<file path="src/rtl/dma_pkg.sv">
// rtl/dma_pkg.sv - shared state encoding and window constants for the DMA SRAM responder
package dma_pkg;

    typedef enum logic [2:0] {
        S_IDLE,
        S_RD,
        S_WR,
        S_ACK,
        S_REL,
        S_END
    } dma_state_e;

    // Window size in 4 MB slots, selected by JP4.
    localparam logic [1:0] SLOT_4MB = 2'd1;
    localparam logic [1:0] SLOT_8MB = 2'd2;

endpackage

</file>
<file path="src/rtl/sync_bit.sv">
// rtl/sync_bit.sv - multi-stage synchroniser for an active-low strobe, presets to 1 on reset
module sync_bit #(
    parameter int STAGES = 2
) (
    input  logic clk_i,
    input  logic rst_n_i,
    input  logic d_i,
    output logic q_o
);

    localparam int N = (STAGES < 2) ? 2 : STAGES;

    logic [N-1:0] chain_q;

    always_ff @(posedge clk_i or negedge rst_n_i) begin
        if (!rst_n_i) begin
            chain_q <= '1;
        end else begin
            chain_q <= {chain_q[N-2:0], d_i};
        end
    end

    assign q_o = chain_q[N-1];

endmodule

</file>
<file path="src/rtl/dma_sram_responder.sv">
// rtl/dma_sram_responder.sv - bus-target FSM servicing motherboard DMA cycles into on-card SRAM
module dma_sram_responder
    import dma_pkg::*;
#(
    parameter int SYNC_STAGES = 2,
    parameter int RD_WAIT     = 3,
    parameter int WR_PULSE    = 3,
    parameter int TIMEOUT     = 255
) (
    input  logic       pll_inst1_CLKOUT0,
    input  logic       RESET_n,
    input  logic       DMA_ACTIVE,
    input  logic       AS_MB_n,
    input  logic       UDS_n,
    input  logic       LDS_n,
    input  logic       RW_n,
    input  logic [2:0] A_HIGH,
    input  logic [2:0] BASE_RAM,
    input  logic       RAM_CONFIGURED_n,
    input  logic       JP4,
    output logic       OE_BANK0_n,
    output logic       OE_BANK1_n,
    output logic       WE_BANK0_EVEN_n,
    output logic       WE_BANK0_ODD_n,
    output logic       WE_BANK1_EVEN_n,
    output logic       WE_BANK1_ODD_n,
    output logic       DTACK_OUT_n,
    output logic       DTACK_OE,
    output logic       DMA_HIT
);

    localparam int CNT_W = $clog2(TIMEOUT + 1);
    localparam logic [CNT_W-1:0] RD_LAST = CNT_W'(RD_WAIT - 1);
    localparam logic [CNT_W-1:0] WR_LEN  = CNT_W'(WR_PULSE);
    localparam logic [CNT_W-1:0] TO_LAST = CNT_W'(TIMEOUT - 1);

    logic as_s, uds_s, lds_s;

    sync_bit #(.STAGES(SYNC_STAGES)) u_sync_as (
        .clk_i(pll_inst1_CLKOUT0), .rst_n_i(RESET_n), .d_i(AS_MB_n), .q_o(as_s)
    );
    sync_bit #(.STAGES(SYNC_STAGES)) u_sync_uds (
        .clk_i(pll_inst1_CLKOUT0), .rst_n_i(RESET_n), .d_i(UDS_n), .q_o(uds_s)
    );
    sync_bit #(.STAGES(SYNC_STAGES)) u_sync_lds (
        .clk_i(pll_inst1_CLKOUT0), .rst_n_i(RESET_n), .d_i(LDS_n), .q_o(lds_s)
    );

    // Window decode works on 4 MB slots (A[23:22]); slot arithmetic never wraps past slot 3.
    logic [1:0] a_slot, b_slot, slot_off, slot_cnt;
    logic       win_match, bank_sel, hit;
    logic       unused_base_lsb;

    assign a_slot          = A_HIGH[2:1];
    assign b_slot          = BASE_RAM[2:1];
    assign slot_off        = a_slot - b_slot;
    assign slot_cnt        = JP4 ? SLOT_8MB : SLOT_4MB;
    assign win_match       = (a_slot >= b_slot) && (slot_off < slot_cnt);
    assign bank_sel        = JP4 ? slot_off[0] : A_HIGH[0];
    assign hit             = DMA_ACTIVE && !RAM_CONFIGURED_n && win_match;
    assign unused_base_lsb = BASE_RAM[0];

    dma_state_e       state_q, state_d;
    logic [CNT_W-1:0] cnt_q, cnt_d;
    logic             bank_q, bank_d;
    logic             rd_q, rd_d;
    logic             uds_q, uds_d;
    logic             lds_q, lds_d;
    logic [1:0]       oe_q, oe_d;
    logic [3:0]       we_q, we_d;
    logic             dtack_n_q, dtack_n_d;
    logic             dtack_oe_q, dtack_oe_d;
    logic             hit_q, hit_d;

    always_comb begin
        state_d = state_q;
        cnt_d   = cnt_q;
        bank_d  = bank_q;
        rd_d    = rd_q;
        uds_d   = uds_q;
        lds_d   = lds_q;

        case (state_q)
            S_IDLE: begin
                if (!as_s && (!uds_s || !lds_s)) begin
                    if (hit) begin
                        state_d = RW_n ? S_RD : S_WR;
                        bank_d  = bank_sel;
                        rd_d    = RW_n;
                        uds_d   = !uds_s;
                        lds_d   = !lds_s;
                        cnt_d   = '0;
                    end else begin
                        state_d = S_END;
                    end
                end
            end
            S_RD: begin
                if (as_s || !DMA_ACTIVE) begin
                    state_d = S_REL;
                end else if (cnt_q == RD_LAST) begin
                    state_d = S_ACK;
                    cnt_d   = '0;
                end else begin
                    cnt_d = cnt_q + 1'b1;
                end
            end
            S_WR: begin
                // Final count is the WE recovery cycle before DTACK.
                if (as_s || !DMA_ACTIVE) begin
                    state_d = S_REL;
                end else if (cnt_q == WR_LEN) begin
                    state_d = S_ACK;
                    cnt_d   = '0;
                end else begin
                    cnt_d = cnt_q + 1'b1;
                end
            end
            S_ACK: begin
                if (as_s || !DMA_ACTIVE || (cnt_q == TO_LAST)) begin
                    state_d = S_REL;
                end else begin
                    cnt_d = cnt_q + 1'b1;
                end
            end
            S_REL: state_d = S_END;
            S_END: begin
                if (as_s) begin
                    state_d = S_IDLE;
                end
            end
            default: state_d = S_IDLE;
        endcase

        // Outputs are decoded from the next state so the pads come straight off flops.
        oe_d       = 2'b11;
        we_d       = 4'b1111;
        dtack_n_d  = 1'b1;
        dtack_oe_d = 1'b0;
        hit_d      = 1'b0;

        case (state_d)
            S_RD: begin
                hit_d        = 1'b1;
                oe_d[bank_d] = 1'b0;
            end
            S_WR: begin
                hit_d = 1'b1;
                if (cnt_d < WR_LEN) begin
                    we_d[{bank_d, 1'b0}] = !uds_d;
                    we_d[{bank_d, 1'b1}] = !lds_d;
                end
            end
            S_ACK: begin
                hit_d      = 1'b1;
                dtack_n_d  = 1'b0;
                dtack_oe_d = 1'b1;
                if (rd_d) begin
                    oe_d[bank_d] = 1'b0;
                end
            end
            S_REL: dtack_oe_d = 1'b1;
            default: ;
        endcase
    end

    always_ff @(posedge pll_inst1_CLKOUT0 or negedge RESET_n) begin
        if (!RESET_n) begin
            state_q    <= S_IDLE;
            cnt_q      <= '0;
            bank_q     <= 1'b0;
            rd_q       <= 1'b1;
            uds_q      <= 1'b0;
            lds_q      <= 1'b0;
            oe_q       <= 2'b11;
            we_q       <= 4'b1111;
            dtack_n_q  <= 1'b1;
            dtack_oe_q <= 1'b0;
            hit_q      <= 1'b0;
        end else begin
            state_q    <= state_d;
            cnt_q      <= cnt_d;
            bank_q     <= bank_d;
            rd_q       <= rd_d;
            uds_q      <= uds_d;
            lds_q      <= lds_d;
            oe_q       <= oe_d;
            we_q       <= we_d;
            dtack_n_q  <= dtack_n_d;
            dtack_oe_q <= dtack_oe_d;
            hit_q      <= hit_d;
        end
    end

    assign OE_BANK0_n      = oe_q[0];
    assign OE_BANK1_n      = oe_q[1];
    assign WE_BANK0_EVEN_n = we_q[0];
    assign WE_BANK0_ODD_n  = we_q[1];
    assign WE_BANK1_EVEN_n = we_q[2];
    assign WE_BANK1_ODD_n  = we_q[3];
    assign DTACK_OUT_n     = dtack_n_q;
    assign DTACK_OE        = dtack_oe_q;
    assign DMA_HIT         = hit_q;

endmodule

</file>
<file path="config.mk">
export PLATFORM = sky130hd
export DESIGN_NAME = dma_sram_responder
export DESIGN_NICKNAME = d
export VERILOG_FILES = /design/src/rtl/dma_pkg.sv /design/src/rtl/sync_bit.sv /design/src/rtl/dma_sram_responder.sv
export SDC_FILE = /design/constraint.sdc
export NUM_CORES = 1
export LEC_CHECK = 0
export ABC_CLOCK_PERIOD_IN_PS = 2400
export BUFFER_PORTS_ARGS = -buffer_cell sky130_fd_sc_hd__buf_2
export CORE_MARGIN = 1
export CORE_UTILIZATION = 37
export CTS_BUF_LIST = sky130_fd_sc_hd__clkbuf_16
export DETAILED_ROUTE_END_ITERATION = 8
export PLACE_DENSITY_LB_ADDON = 0.2
export SLEW_MARGIN = 20
export SYNTH_ARGS = -nofsm -noshare
export SYNTH_HDL_FRONTEND = slang
export SYNTH_HIERARCHICAL = 1
export SYNTH_SLANG_ARGS = --single-unit
export TNS_END_PERCENT = 30
</file>
<file path="constraint.sdc">
create_clock -name pll_inst1_CLKOUT0 -period 2.4 [get_ports pll_inst1_CLKOUT0]
set_clock_uncertainty 0.2 [all_clocks]
set_input_delay 0.48 -clock pll_inst1_CLKOUT0 [delete_from_list [all_inputs] [get_ports pll_inst1_CLKOUT0]]
set_output_delay 0.48 -clock pll_inst1_CLKOUT0 [all_outputs]
set_load 0.02 [all_outputs]
</file>
# Word level (Yosys, flattened, before mapping)
# Index checks and enable logic that the tools add are counted.
[op_classes] addsub=2 magnitude_cmp=9 n_eq_ne=12 mux=46 n_bitwise=3 n_reduce_logical=20
[op_table] operator="$mux W8" count=7
[op_table] operator="$pmux W8 S4" count=1
[op_table] operator="$mux W3" count=8
[op_table] operator="$mux W1" count=19
[op_table] operator="$pmux W3 S6" count=1
[op_table] operator="$eq A8 B2 Y1 const B" count=2
[op_table] operator="$eq A3 B2 Y1 const B" count=4
[op_table] operator="$eq A3 B3 Y1 const B" count=3
[op_table] operator="$add A8 B1 Y8 const B" count=1
[op_table] operator="$eq A8 B8 Y1 const B" count=1
[op_table] operator="$lt A8 B2 Y1 const B" count=1
[op_table] operator="$mux W4" count=2
[op_table] operator="$logic_and A1 B1 Y1" count=7
[op_table] operator="$logic_not A1 Y1" count=7
[op_table] operator="$eq A3 B1 Y1 const B" count=2
[op_table] operator="$lt A2 B3 Y1 const B" count=2
[op_table] operator="$mux W2" count=3
[op_table] operator="$bwmux W4" count=1
[op_table] operator="$ge A2 B1 Y1 const B" count=2
[op_table] operator="$not A3 Y4" count=1
[op_table] operator="$or A4 B4 Y4" count=1
[op_table] operator="$pmux W2 S2" count=1
[op_table] operator="$demux W1 S1" count=3
[op_table] operator="$logic_not A3 Y1" count=1
[op_table] operator="other kinds (9)" count=11
[word_totals] regBits=30 inputBits=15

# Depth between registers and ports, before layout
# Gate-level depths: netlist of the first run.
[logic_depth] depth_word=16 ltp_mapped=13 mapped_depth_nobuf=13

# Cells and area by module
# The synthesis of the first run kept the hierarchy.
[by_module_without_submodules] module="dma_sram_responder" n_inst=1 cells_each=156 area_per_inst_um2=1468.9
[by_module_without_submodules] module="sync_bit" n_inst=3 cells_each=2 area_per_inst_um2=52.6

# Worst setup path before layout of the first run
# No wires, ideal clock.
[synth_path] kind="input -> register" startpoint="input A_HIGH[1]" endpoint="register oe_q[0]" setup_time_ns=0.084 arrival_time_ns=2.834 t_required_ns=2.116 setup_slack_ns=-0.719 stages=12 n_path_buf=1 path_cell_list="inv_1 ha_1 fa_1 inv_1 ha_1 nor2_1 o2111ai_1 nor2b_1 buf_2 a22o_1 a221o_1 or2_2"
[synth_via] word_cells_on_any_way=25 cone_classes="add/sub (1); order compare (4); eq/ne (2); mux (14); bitwise (1); reduce/logical (3)"
[synth_rtl] item="start, declared" line_no="dma_sram_responder.sv:17" rtl="input logic [2:0] A_HIGH,"
[synth_rtl] item="$sub A2 B2 Y2" line_no="dma_sram_responder.sv:56" rtl="assign slot_off = a_slot - b_slot;"
[synth_rtl] item="$lt A2 B2 Y1" line_no="dma_sram_responder.sv:58" rtl="assign win_match = (a_slot >= b_slot) && (slot_off < slot_cnt);"
[synth_rtl] item="$logic_and A1 B1 Y1 *" line_no="dma_sram_responder.sv:58"
[synth_rtl] item="$logic_and A1 B1 Y1 *" line_no="dma_sram_responder.sv:60" rtl="assign hit = DMA_ACTIVE && !RAM_CONFIGURED_n && win_match;"
[synth_rtl] item="$mux W3 *" line_no="dma_sram_responder.sv:86" rtl="if (hit) begin"
[synth_rtl] item="$mux W3 *" line_no="dma_sram_responder.sv:85" rtl="if (!as_s && (!uds_s || !lds_s)) begin"
[synth_rtl] item="$pmux W3 S6 *" line_no="dma_sram_responder.sv:83" rtl="case (state_q)"
[synth_rtl] item="via state_d[1]" line_no="dma_sram_responder.sv:63" rtl="dma_state_e state_q, state_d;"
[synth_rtl] item="$eq A3 B2 Y1 or $eq A3 B1 Y1 (tied branches)" line_no="dma_sram_responder.sv:142" rtl="case (state_d)"
[synth_rtl] item="$pmux W2 S2 *" line_no="dma_sram_responder.sv:142"
[synth_rtl] item="via oe_d[0]" line_no="dma_sram_responder.sv:69" rtl="logic [1:0] oe_q, oe_d;"
[synth_rtl] item="end signal, assigned" line_no="dma_sram_responder.sv:175" rtl="oe_q <= 2'b11;"
[synth_rtl] item="end signal, assigned" line_no="dma_sram_responder.sv:187" rtl="oe_q <= oe_d;"
[synth_rtl] item="end, declared" line_no="dma_sram_responder.sv:69"
# The timed path passes the listed nets; every way through them passes the cells marked *.

# Worst setup path in the final report of the first run
# Same ends and word-level chain as after synthesis.

==> results of run 1 <==
==> report_power, final <==
| group | switching [mW] | internal [mW] |
|---|---|---|
| clock network | 0.209 | 0.480 |
| logic | 0.405 | 0.371 |
| registers | 0.0764 | 0.621 |
==> final cells by class <==
class | instances | area, sq um | area share (%)
Multi-Input combinational cell | 108 | 860 | 36.9
Sequential cell | 30 | 768 | 33.0
Timing Repair Buffer | 58 | 404 | 17.4
Clock buffer | 5 | 125 | 5.37
Inverter | 17 | 71.3 | 3.06
Tap cell | 50 | 62.6 | 2.69
Clock inverter | 3 | 37.5 | 1.61
==> metal layers <==
metal | routed length, microns | share of wire, % | track usage [%]
met1 | 1660 | 40 | 21.1
met2 | 2160 | 53 | 34.6
met3 | 192 | 4.7 | 6.17
met4 | 99 | 2.4 | 10.2
met5 | 0 | 0 | 0
==> sequential cells by signal, summed over array words and instances, names as in the netlist, 2 cells and up <==
register	cells
cnt_q	8
oe_q	2
state_q	3
u_sync_as/chain_q	2
u_sync_lds/chain_q	2
u_sync_uds/chain_q	2
we_q	4
==> cell usage after synthesis, types with 2 or more instances <==
| library cell | instances |
|---|---|
| inv_1 | 17 |
| dfrtp_1 | 16 |
| dfstp_2 | 14 |
| nand2_1 | 10 |
| nor2_1 | 10 |
| o21ai_0 | 8 |
| a21oi_1 | 6 |
| nand3_1 | 6 |
| a31oi_1 | 5 |
| ha_1 | 5 |
| nand2b_1 | 5 |
| clkbuf_1 | 4 |
| nor3_1 | 4 |
| a21o_1 | 3 |
| and2b_1 | 3 |
| and3_1 | 3 |
| mux2i_1 | 3 |
| and4_1 | 2 |
| buf_2 | 2 |
| mux2_2 | 2 |
| nand4_1 | 2 |
| o22ai_1 | 2 |
==> cell families (layout without fill, tap and decap cells) <==
group           count (synthesis)  in the layout  share of synthesized area (%)
flops                          30             30                           47.2
mux                             5              5                           3.23
xor+xnor                        1              1                          0.539
fa+ha+maj                       6              6                           5.08
compound gates                 39             39                           16.3
simple gates                   57             57                           21.5
buf+inv                        24             83                           6.15
==> worst max-delay path, cell delays in order <==
cell and delay, ns:
buf_8 0.08, inv_8 0.03, ha_4 0.14, fa_1 0.50, inv_2 0.05, ha_4 0.28
nor2_4 0.04, o2111ai_2 0.25, nor2b_1 0.09, buf_4 0.17, a22o_1 0.24, a221o_1 0.31
or2_4 0.24
==> timing repair <==
item	in CTS	in global routing
gates resized for setup	21	6
setup endpoints to repair	23	24
buffers inserted	3	0
gates cloned	0	0
hold endpoints to repair	0	0
pin swaps	9	6
==> final timing paths <==
path	from	endpoint	slack [ns]	cells past startpoint
min in group pll_inst1_CLKOUT0	LDS_n	u_sync_lds/chain_q[0]	0.11	1
worst min register to register	u_sync_lds/chain_q[0]	u_sync_lds/chain_q[1]	0.15	0
max in group asynchronous	RESET_n	uds_q	1.55	1
worst min-delay path	RESET_n	cnt_q[6]	0.03	1
worst max register to register	u_sync_as/chain_q[1]	we_q[3]	-0.21	8
worst max-delay path	A_HIGH[1]	oe_q[0]	-0.49	13
==> stage by stage <==
step           hold WS [ns]  area, sq um  utilization (%)  TNS [ns]  power (mW)
2_1_floorplan       -0.0156         1670                -     -6.23        1.10
3_3_place_gp          0.151         2050             49.8    -14.18        1.36
3_5_place_dp          0.148         2050             49.8    -15.61        1.38
4_1_cts              0.0530         2300             55.9     -5.06        2.13
5_1_grt              0.0838         2330             56.6     -7.77        2.28
6_report             0.0323         2330             56.6     -5.66        2.16
==> flow_summary_export.csv, run 1 <==
group,metric,value,unit
run_status,outcome,"finished with violations",
run_status,violations,"negative setup slack",
setup_path,end_kind,"flip-flop",
synthesis,netlist_top_cells_area,"dfrtp_1, dfstp_2, inv_1",
layout,final_cell_mix,"buf_4, buf_2, dfrtp_1, inv_1, dfstp_2",
routing,routed_wl,4.11,mm
sta,final.min_clock_period,2.89,ns
floorplanning,die-area,4670,sq um
routing,vias_per_cell,5.38,
layout,insertedDiodeCount,0,
sta,final-max-slew-violation-count,0,
setup_path,worst_ep_required_time,2.41,ns
clocking,cts_hold_buf,0,
placement,place_ws,-0.972,ns
setup_path,arrival,2.90,ns
synthesis,yosysSeqAreaShare,47.2,%
clocking,cts.sinks,30,
routing,ant_nets,0,
floorplanning,initial_core_util,39.5,%
placement,dp.cells,260,
global_routing,grt.total_usage,19.8,%
global_routing,grt_pass1_wl,6.57,mm
floorplanning,die_x,68.3,microns
layout,fin_cells,271,
synthesis,syn-instance-count,162,
synthesis,syn_nets,183,
routing,remaining_drc_errors,0,
synthesis,synth_top_area_share,24.6,%
sta,fmax,346,MHz
layout,nets,241,
setup_path,cp-start-kind,"primary input",
layout,area_growth,43.2,%
sta,grt_setup_unrepaired,"yes",
floorplanning,core_area,4120,sq um
sta,finalHoldViolCount,0,
routing,drtIter0Drc,66,
clocking,path_clk_slew,0.05,ns
routing,num_vias,1458,
floorplanning,row_count,23,
min_path,worstHoldPathType,"primary input to async pin",
synthesis,async_reset_ff_share,100,%
floorplanning,fp.dieH,68.3,microns
placement,io_buffers,22,
layout,mostFrequentLayoutCell,"buf_4",
global_routing,grt_max_degree,31,
sta,setup_viol,22,
global_routing,grt_overflow_total,0,
clocking,numCtsBuffers,5,
synthesis,ys_ff_latch,30,
sta,tightest_slew,0.786,ns
floorplanning,io_pins,24,
setup_path,worstSetupPathType,"primary input to flip-flop",
sta,finalCritPeriodShare,120,%
synthesis,synth-edff-count,0,
setup_path,path_max_fanout,4,
power_and_ir_drop,leakagePower,1.10,nW
synthesis,synthesis.area,1630,sq um
clocking,clk_latency,0.28,ns
clocking,clockRootBuffer,"clkbuf_16",
global_routing,antenna_found_initial,0,
power_and_ir_drop,powerDensity,928,nW/um^2
clocking,cts_tree,"done",
power_and_ir_drop,peakVddDrop,510,uV
placement,gp_congestion,0.904,
layout,fillCellCount,353,
synthesis,yosysWarningCount,6,
synthesis,synth_top_area_cell,"dfrtp_1",
job,maxCapViolations,0,
clocking,clock_path_buffers,2,
global_routing,grt_pass1_vias,1488,
synthesis,ys.flop_type,"dfrtp_1",
routing,wl_per_cell,15.2,microns
placement,dp_hpwl,2.87,mm
clocking,h-tree-depth,2,
sta,relSlewSlack,47.1,%
synthesis,ys_types,52,
synthesis,synth_area_per_cell,10.0,sq um
layout,drive_gt1_share,47.5,%
sta,layout_setup_ws,-0.488,ns
routing,firstDrtPassIters,4,
No activity file was read; power rests on OpenSTA's default activity.
==> run 2, diff against run 1 <==
- ABC_AREA: default -> 1
- CTS_CLUSTER_DIAMETER: default -> 80
- SETUP_SLACK_MARGIN: default -> 0.15
==> flow_summary_export.csv, run 2 <==
group,metric,value,unit
clocking,cts.sinks,30,
sta,final.setup.tns,-0.924,ns
power_and_ir_drop,p_int,1.34,mW
layout,final_cell_mix,"nand2_1, inv_1, buf_2, dfrtp_1, nor2_1",
setup_path,cp_cell_sequence,"buf_8 -> inv_8 -> ha_4 -> fa_1 -> inv_1 -> ha_2 -> nor2_2 -> nand2_1 -> nor2_2 -> nand3_2 -> nand2_2 -> nand3_4 -> nand2_2 -> nand2_2 -> nor2_2 -> nand2_1 -> nor2_2 -> nand2_1",
layout,fillCellCount,404,
power_and_ir_drop,p_sw,767,uW
min_path,worstHoldPathType,"primary input to async pin",
global_routing,antenna_found_initial,0,
placement,placed_cell_area,1970,sq um
setup_path,cp_top_family,"simple AND/OR/NAND/NOR gates",
setup_path,rr_startpoint,"cnt_q[0]",
synthesis,ys_types,26,
clocking,clk_latency,0.28,ns
setup_path,cp-start-kind,"primary input",
routing,drtIter0Drc,59,
setup_path,path_buf_inv,3,
sta,finalHoldViolCount,0,
synthesis,synth_top_area_cell,"dfrtp_1",
routing,vias_per_cell,4.59,
layout,mostFrequentLayoutCell,"nand2_1",
synthesis,synth_area_per_cell,8.14,sq um
layout,stdcell_area,2320,sq um
setup_path,worstSetupPathType,"primary input to flip-flop",
power_and_ir_drop,powerDensity,909,nW/um^2
layout,area_growth,38.3,%
layout,largest_reg_flops,8,
synthesis,synth-edff-count,0,
global_routing,grt.total_usage,16.6,%
synthesis,syn_nets,227,
clocking,cts_tree,"done",
setup_path,crit_slowest_cell,"fa_1",
run_status,violations,"negative setup slack",
floorplanning,row_count,24,
routing,routed_wl,3.59,mm
setup_path,rr_endpoint,"we_q[3]",
routing,firstDrtPassIters,4,
sta,final-max-slew-violation-count,0,
layout,insertedDiodeCount,0,
floorplanning,fp.dieH,69.3,microns
sta,relSlewSlack,57.7,%
run_status,outcome,"finished with violations",
setup_path,worst_ep_required_time,2.40,ns
placement,io_buffers,22,
clocking,numCtsBuffers,5,
power_and_ir_drop,peakVddDrop,748,uV
global_routing,grt_pass1_wl,6.10,mm
global_routing,grt_overflow_total,0,
setup_path,reg2reg_depth,14,
layout,multi_input_area,940,sq um
layout,nets,273,
global_routing,grt_pass1_vias,1350,
synthesis,ys.flop_type,"dfrtp_1",
floorplanning,die-area,4800,sq um
setup_path,critPathMaxStageDelay,0.47,ns
clocking,clock_path_buffers,2,
routing,num_vias,1400,
synthesis,syn-instance-count,206,
sta,tightest_slew,0.634,ns
synthesis,async_reset_ff_share,100,%
clocking,clockRootBuffer,"clkbuf_16",
sta,fmax,391,MHz
synthesis,synth_top_area_share,23.9,%
synthesis,ys_ff_latch,30,
synthesis,netlist_top_cells_area,"dfrtp_1, dfstp_2, nand2_1",
layout,drive_gt1_share,46.6,%
sta,layout_setup_ws,-0.156,ns
job,maxCapViolations,0,
setup_path,cpMostUsedCell,"nor2_2",
power_and_ir_drop,switching_share,36.4,%
floorplanning,initial_core_util,38.5,%
layout,top_register,"cnt_q",
routing,ant_nets,0,
sta,grt_setup_unrepaired,"yes",
synthesis,yosysWarningCount,6,
routing,remaining_drc_errors,0,
power_and_ir_drop,leakagePower,1.16,nW
clocking,h-tree-depth,2,
synthesis,yosysSeqAreaShare,45.8,%
sta,finalCritPeriodShare,107,%
layout,seqCellArea,768,sq um
synthesis,yosys-top-cells-count,"nand2_1, inv_1, nor2_1",
synthesis,synthesis.area,1680,sq um
placement,gp_congestion,0.778,
power_and_ir_drop,p_clk_share,28.0,%
floorplanning,io_pins,24,
power_and_ir_drop,power_frac_seq,33.8,%
setup_path,path_max_fanout,8,
synthesis,synth.most_common_cell,"nand2_1",
global_routing,grt_max_degree,31,
routing,wl_per_cell,11.8,microns
setup_path,end_kind,"flip-flop",
placement,dp_hpwl,2.61,mm
floorplanning,die_x,69.3,microns
sta,setup_viol,10,
layout,top_regs,"cnt_q x8, we_q x4, state_q x3",
sta,final.min_clock_period,2.56,ns
setup_path,arrival,2.56,ns
placement,place_ws,-0.615,ns
power_and_ir_drop,power_frac_comb,38.2,%
floorplanning,core_area,4350,sq um
setup_path,ff2ff_setup_slack,0.31,ns
clocking,path_clk_slew,0.05,ns
==> run 2: cell count changes after synthesis, moves of 4 or more <==
| cell | delta |
|---|---|
| a31oi_1 | -5 |
| inv_1 | +5 |
| nor2_1 | +7 |
| nand3_1 | +5 |
| nand2b_1 | -5 |
| nor2_2 | +6 |
| nand2_1 | +51 |
| nand2_2 | +9 |
| clkbuf_1 | -4 |
| inv_2 | +7 |
==> run 2: power groups by stage <==
stage                     Sequential (mW)  Clock (mW)  Combinational [mW]
after floorplan                     0.732           0               0.405
after global placement              0.707           0               0.699
after detailed placement            0.708           0               0.696
after CTS                           0.705       0.604               0.748
after global routing                0.724       0.630               0.895
final                               0.713       0.590               0.805
==> run 2: cell families after synthesis <==
family                     synth area share (%)
AOI/OAI and AO/OA                          6.87
xor gates and xnor gates                   2.61
adders and majority gates                  4.93
buffers and inverters                      6.72
DFF                                        45.8
and+or+nand+nor                            33.1
==> run 2: metal layers <==
layer / track usage [%] / wire, microns / vias to the layer above
li1: - / - / 731
met3: 4.36 / 128 / 6
met1: 23.1 / 1750 / 641
met2: 24.2 / 1640 / 22
met5: 0 / 0 / -
met4: 7.48 / 68 / 0
==> run 2: cell type report <==
cell class / instances / area share [%]
Multi-Input combinational cell: 146 / 40.5
Sequential cell: 30 / 33.1
Timing Repair Buffer: 39 / 12.3
Clock buffer: 5 / 5.40
Inverter: 30 / 5.18
Tap cell: 52 / 2.81
Clock inverter: 3 / 0.702
==> run 2: worst reg2reg max path, cell delays in order (launching register included) <==
cell and delay [ns]:
dfrtp_1 0.37, inv_1 0.10, ha_1 0.24, inv_1 0.06, nor2_1 0.04, nand2_1 0.09, nand2_1 0.09, nand3_2 0.12
nand3_4 0.15, nand2_2 0.10, nand2_2 0.07, nor2_2 0.12, nand2_1 0.07, nor2_2 0.14, nand2_1 0.08
==> run 2: how the worst max path moves through the flow <==
| stage | startpoint | endpoint | slack (ns) | depth (start not counted) |
|---|---|---|---|---|
| finish | A_HIGH[1] | we_q[3] | -0.16 | 18 |
| CTS | A_HIGH[1] | we_q[3] | -0.19 | 18 |
| detailed placement | A_HIGH[1] | we_q[2] | -0.61 | 15 |
| floorplan | A_HIGH[1] | we_q[0] | -0.27 | 15 |
| global placement | A_HIGH[1] | we_q[2] | -0.60 | 14 |
| global route | A_HIGH[1] | we_q[3] | -0.31 | 18 |
==> run 2: timing repair <==
action	in CTS	in global routing
pin swaps	16	8
setup endpoints to repair	22	24
gates resized for setup	25	18
hold buffers	0	0
buffers inserted	4	2
==> run 2: metrics by stage <==
step | util, % | cells | hold slack (ns) | power (mW)
final | 53.2 | 305 | 0.0193 | 2.11
after global routing | 53.2 | 305 | 0.0908 | 2.25
after CTS | 51.2 | 303 | 0.0556 | 2.06
after detailed placement | 45.3 | 291 | 0.147 | 1.40
after global placement | 45.3 | 291 | 0.146 | 1.41
after floorplan | - | 206 | -0.0156 | 1.14
==> run 3, diff against run 2 <==
- BUFFER_PORTS_ARGS: -buffer_cell sky130_fd_sc_hd__buf_2 -> -buffer_cell sky130_fd_sc_hd__buf_4
==> flow_summary_export.csv, run 3 (synthesis results as in run 2) <==
group,metric,value,unit
setup_path,rr_endpoint,"oe_q[1]",
layout,insertedDiodeCount,0,
clocking,path_clk_slew,0.05,ns
floorplanning,row_count,24,
power_and_ir_drop,p_clk_share,30.7,%
clocking,clk_latency,0.27,ns
global_routing,grt_pass1_vias,1426,
sta,final.min_clock_period,2.60,ns
power_and_ir_drop,leakagePower,1.18,nW
layout,area_growth,42.4,%
routing,ant_nets,0,
setup_path,crit_slowest_cell,"fa_1",
floorplanning,die_x,69.3,microns
run_status,outcome,"finished with violations",
setup_path,rr_startpoint,"cnt_q[0]",
routing,routed_wl,3.82,mm
setup_path,path_max_fanout,4,
clocking,cts_tree,"done",
placement,gp_congestion,0.766,
layout,largest_reg_flops,8,
clocking,h-tree-depth,2,
layout,nets,275,
global_routing,grt_pass1_wl,6.49,mm
setup_path,cpMostUsedCell,"nand2_2",
placement,io_buffers,22,
floorplanning,initial_core_util,38.5,%
setup_path,critPathMaxStageDelay,0.48,ns
layout,fin_cells,307,
power_and_ir_drop,power_frac_seq,32.2,%
layout,final_cell_mix,"nand2_1, buf_4, nand2_2, inv_1, nor2_1",
sta,timing.hold.ws,0.114,ns
clocking,cts.sinks,30,
sta,fmax,384,MHz
min_path,min_to,"u_sync_lds/chain_q[0]",
placement,dp_hpwl,2.72,mm
setup_path,arrival,2.60,ns
global_routing,grt_max_degree,31,
clocking,clockRootBuffer,"clkbuf_16",
sta,setup_viol,12,
setup_path,end_kind,"flip-flop",
min_path,worstHoldStart,"LDS_n",
sta,grt_setup_unrepaired,"yes",
run_status,violations,"negative setup slack",
placement,dp.cells,291,
floorplanning,core_area,4350,sq um
global_routing,grt.total_usage,17.2,%
sta,layout_setup_ws,-0.204,ns
floorplanning,io_pins,24,
global_routing,antenna_found_initial,0,
setup_path,worst_ep_required_time,2.40,ns
clocking,clock_path_buffers,2,
routing,firstDrtPassIters,4,
setup_path,worstSetupPathType,"primary input to flip-flop",
global_routing,grt_overflow_total,0,
floorplanning,fp.dieH,69.3,microns
layout,mostFrequentLayoutCell,"nand2_1",
clocking,numCtsBuffers,5,
routing,wl_per_cell,12.5,microns
sta,final-max-slew-violation-count,0,
power_and_ir_drop,finalPower,2.23,mW
power_and_ir_drop,p_sw,759,uW
setup_path,cp_cell_sequence,"buf_8 -> inv_8 -> ha_4 -> fa_1 -> inv_1 -> ha_2 -> nor2_1 -> nand2_1 -> nor2_2 -> nand2_2 -> nor3_4 -> buf_4 -> nand2_4 -> nand2_2 -> nand2_2 -> nor3_2 -> nand2_1",
power_and_ir_drop,peakVddDrop,600,uV
sta,relSlewSlack,75.6,%
power_and_ir_drop,switching_share,34.0,%
setup_path,ff2ff_setup_slack,0.25,ns
routing,remaining_drc_errors,0,
min_path,worstHoldPathType,"primary input to flip-flop",
sta,finalHoldViolCount,0,
floorplanning,die-area,4800,sq um
job,maxCapViolations,0,
layout,top_register,"cnt_q",
power_and_ir_drop,p_int,1.47,mW
layout,drive_gt1_share,48.2,%
power_and_ir_drop,powerDensity,936,nW/um^2
routing,num_vias,1433,
power_and_ir_drop,power_frac_comb,37.1,%
routing,drtIter0Drc,69,
setup_path,cp-start-kind,"primary input",
sta,finalCritPeriodShare,108,%
routing,vias_per_cell,4.67,
sta,tightest_slew,0.366,ns
setup_path,reg2reg_depth,12,
min_path,hold_depth,1,
layout,top_regs,"cnt_q x8, we_q x4, state_q x3",
==> run 3: layer usage <==
layer,routed length [microns],global-route usage [%],up-vias,share of wire [%]
met5,0,0,-,0
met4,48,6.80,0,1.3
met3,113,2.62,5,3.0
met2,1860,27.8,25,49
met1,1800,23.2,670,47
li1,-,-,733,-
==> run 3: timing repair <==
item	in CTS	in global routing
cloned	0	0
hold buffers	1	0
hold endpoints to repair	16	0
setup endpoints to repair	23	24
setup buffers	3	4
resized for setup	16	22
pin swaps	17	11
==> run 3: worst max path at each step <==
stage	from	end	slack [ns]	cells after the start
after global routing	A_HIGH[1]	we_q[3]	-0.35	18
after floorplan	A_HIGH[1]	we_q[0]	-0.27	15
after global placement	A_HIGH[1]	we_q[2]	-0.54	16
after CTS	A_HIGH[1]	we_q[1]	-0.20	18
final	A_HIGH[1]	we_q[0]	-0.20	17
after detailed placement	A_HIGH[1]	we_q[1]	-0.56	18
==> run 3: power by group through the flow <==
stage / registers [mW] / logic (mW) / clock network (mW)
3_5_place_dp: 0.708 / 0.723 / 0
2_1_floorplan: 0.732 / 0.405 / 0
6_report: 0.719 / 0.829 / 0.685
4_1_cts: 0.707 / 0.773 / 0.707
3_3_place_gp: 0.708 / 0.720 / 0
5_1_grt: 0.735 / 0.912 / 0.719
==> run 3: cell type report <==
cell class	instances	area (sq um)
inverter	30	120
clock inverter	3	41.3
fill	384	1970
clock buffer	5	125
sequential	30	768
multi-input combinational	146	935
tap	52	65.1
timing repair buffer	41	333
==> run 3: worst max-delay path, delay by kind of cell <==
kind                       cells  cell delay [ns]
and+or+nand+nor               10             1.03
adders and majority gates      3             0.78
buffers and inverters          4             0.31
==> run 3: per-stage QoR <==
step                      util, %  worst slack, ns  setup TNS, ns  instance area [sq um]
after detailed placement     46.6           -0.563          -8.53                   2030
after floorplan                 -           -0.270          -2.02                   1710
final                        54.8           -0.204          -1.46                   2390
after global routing         54.8           -0.347          -3.55                   2390
after global placement       46.6           -0.539          -7.68                   2030
after CTS                    52.3           -0.201          -1.52                   2280
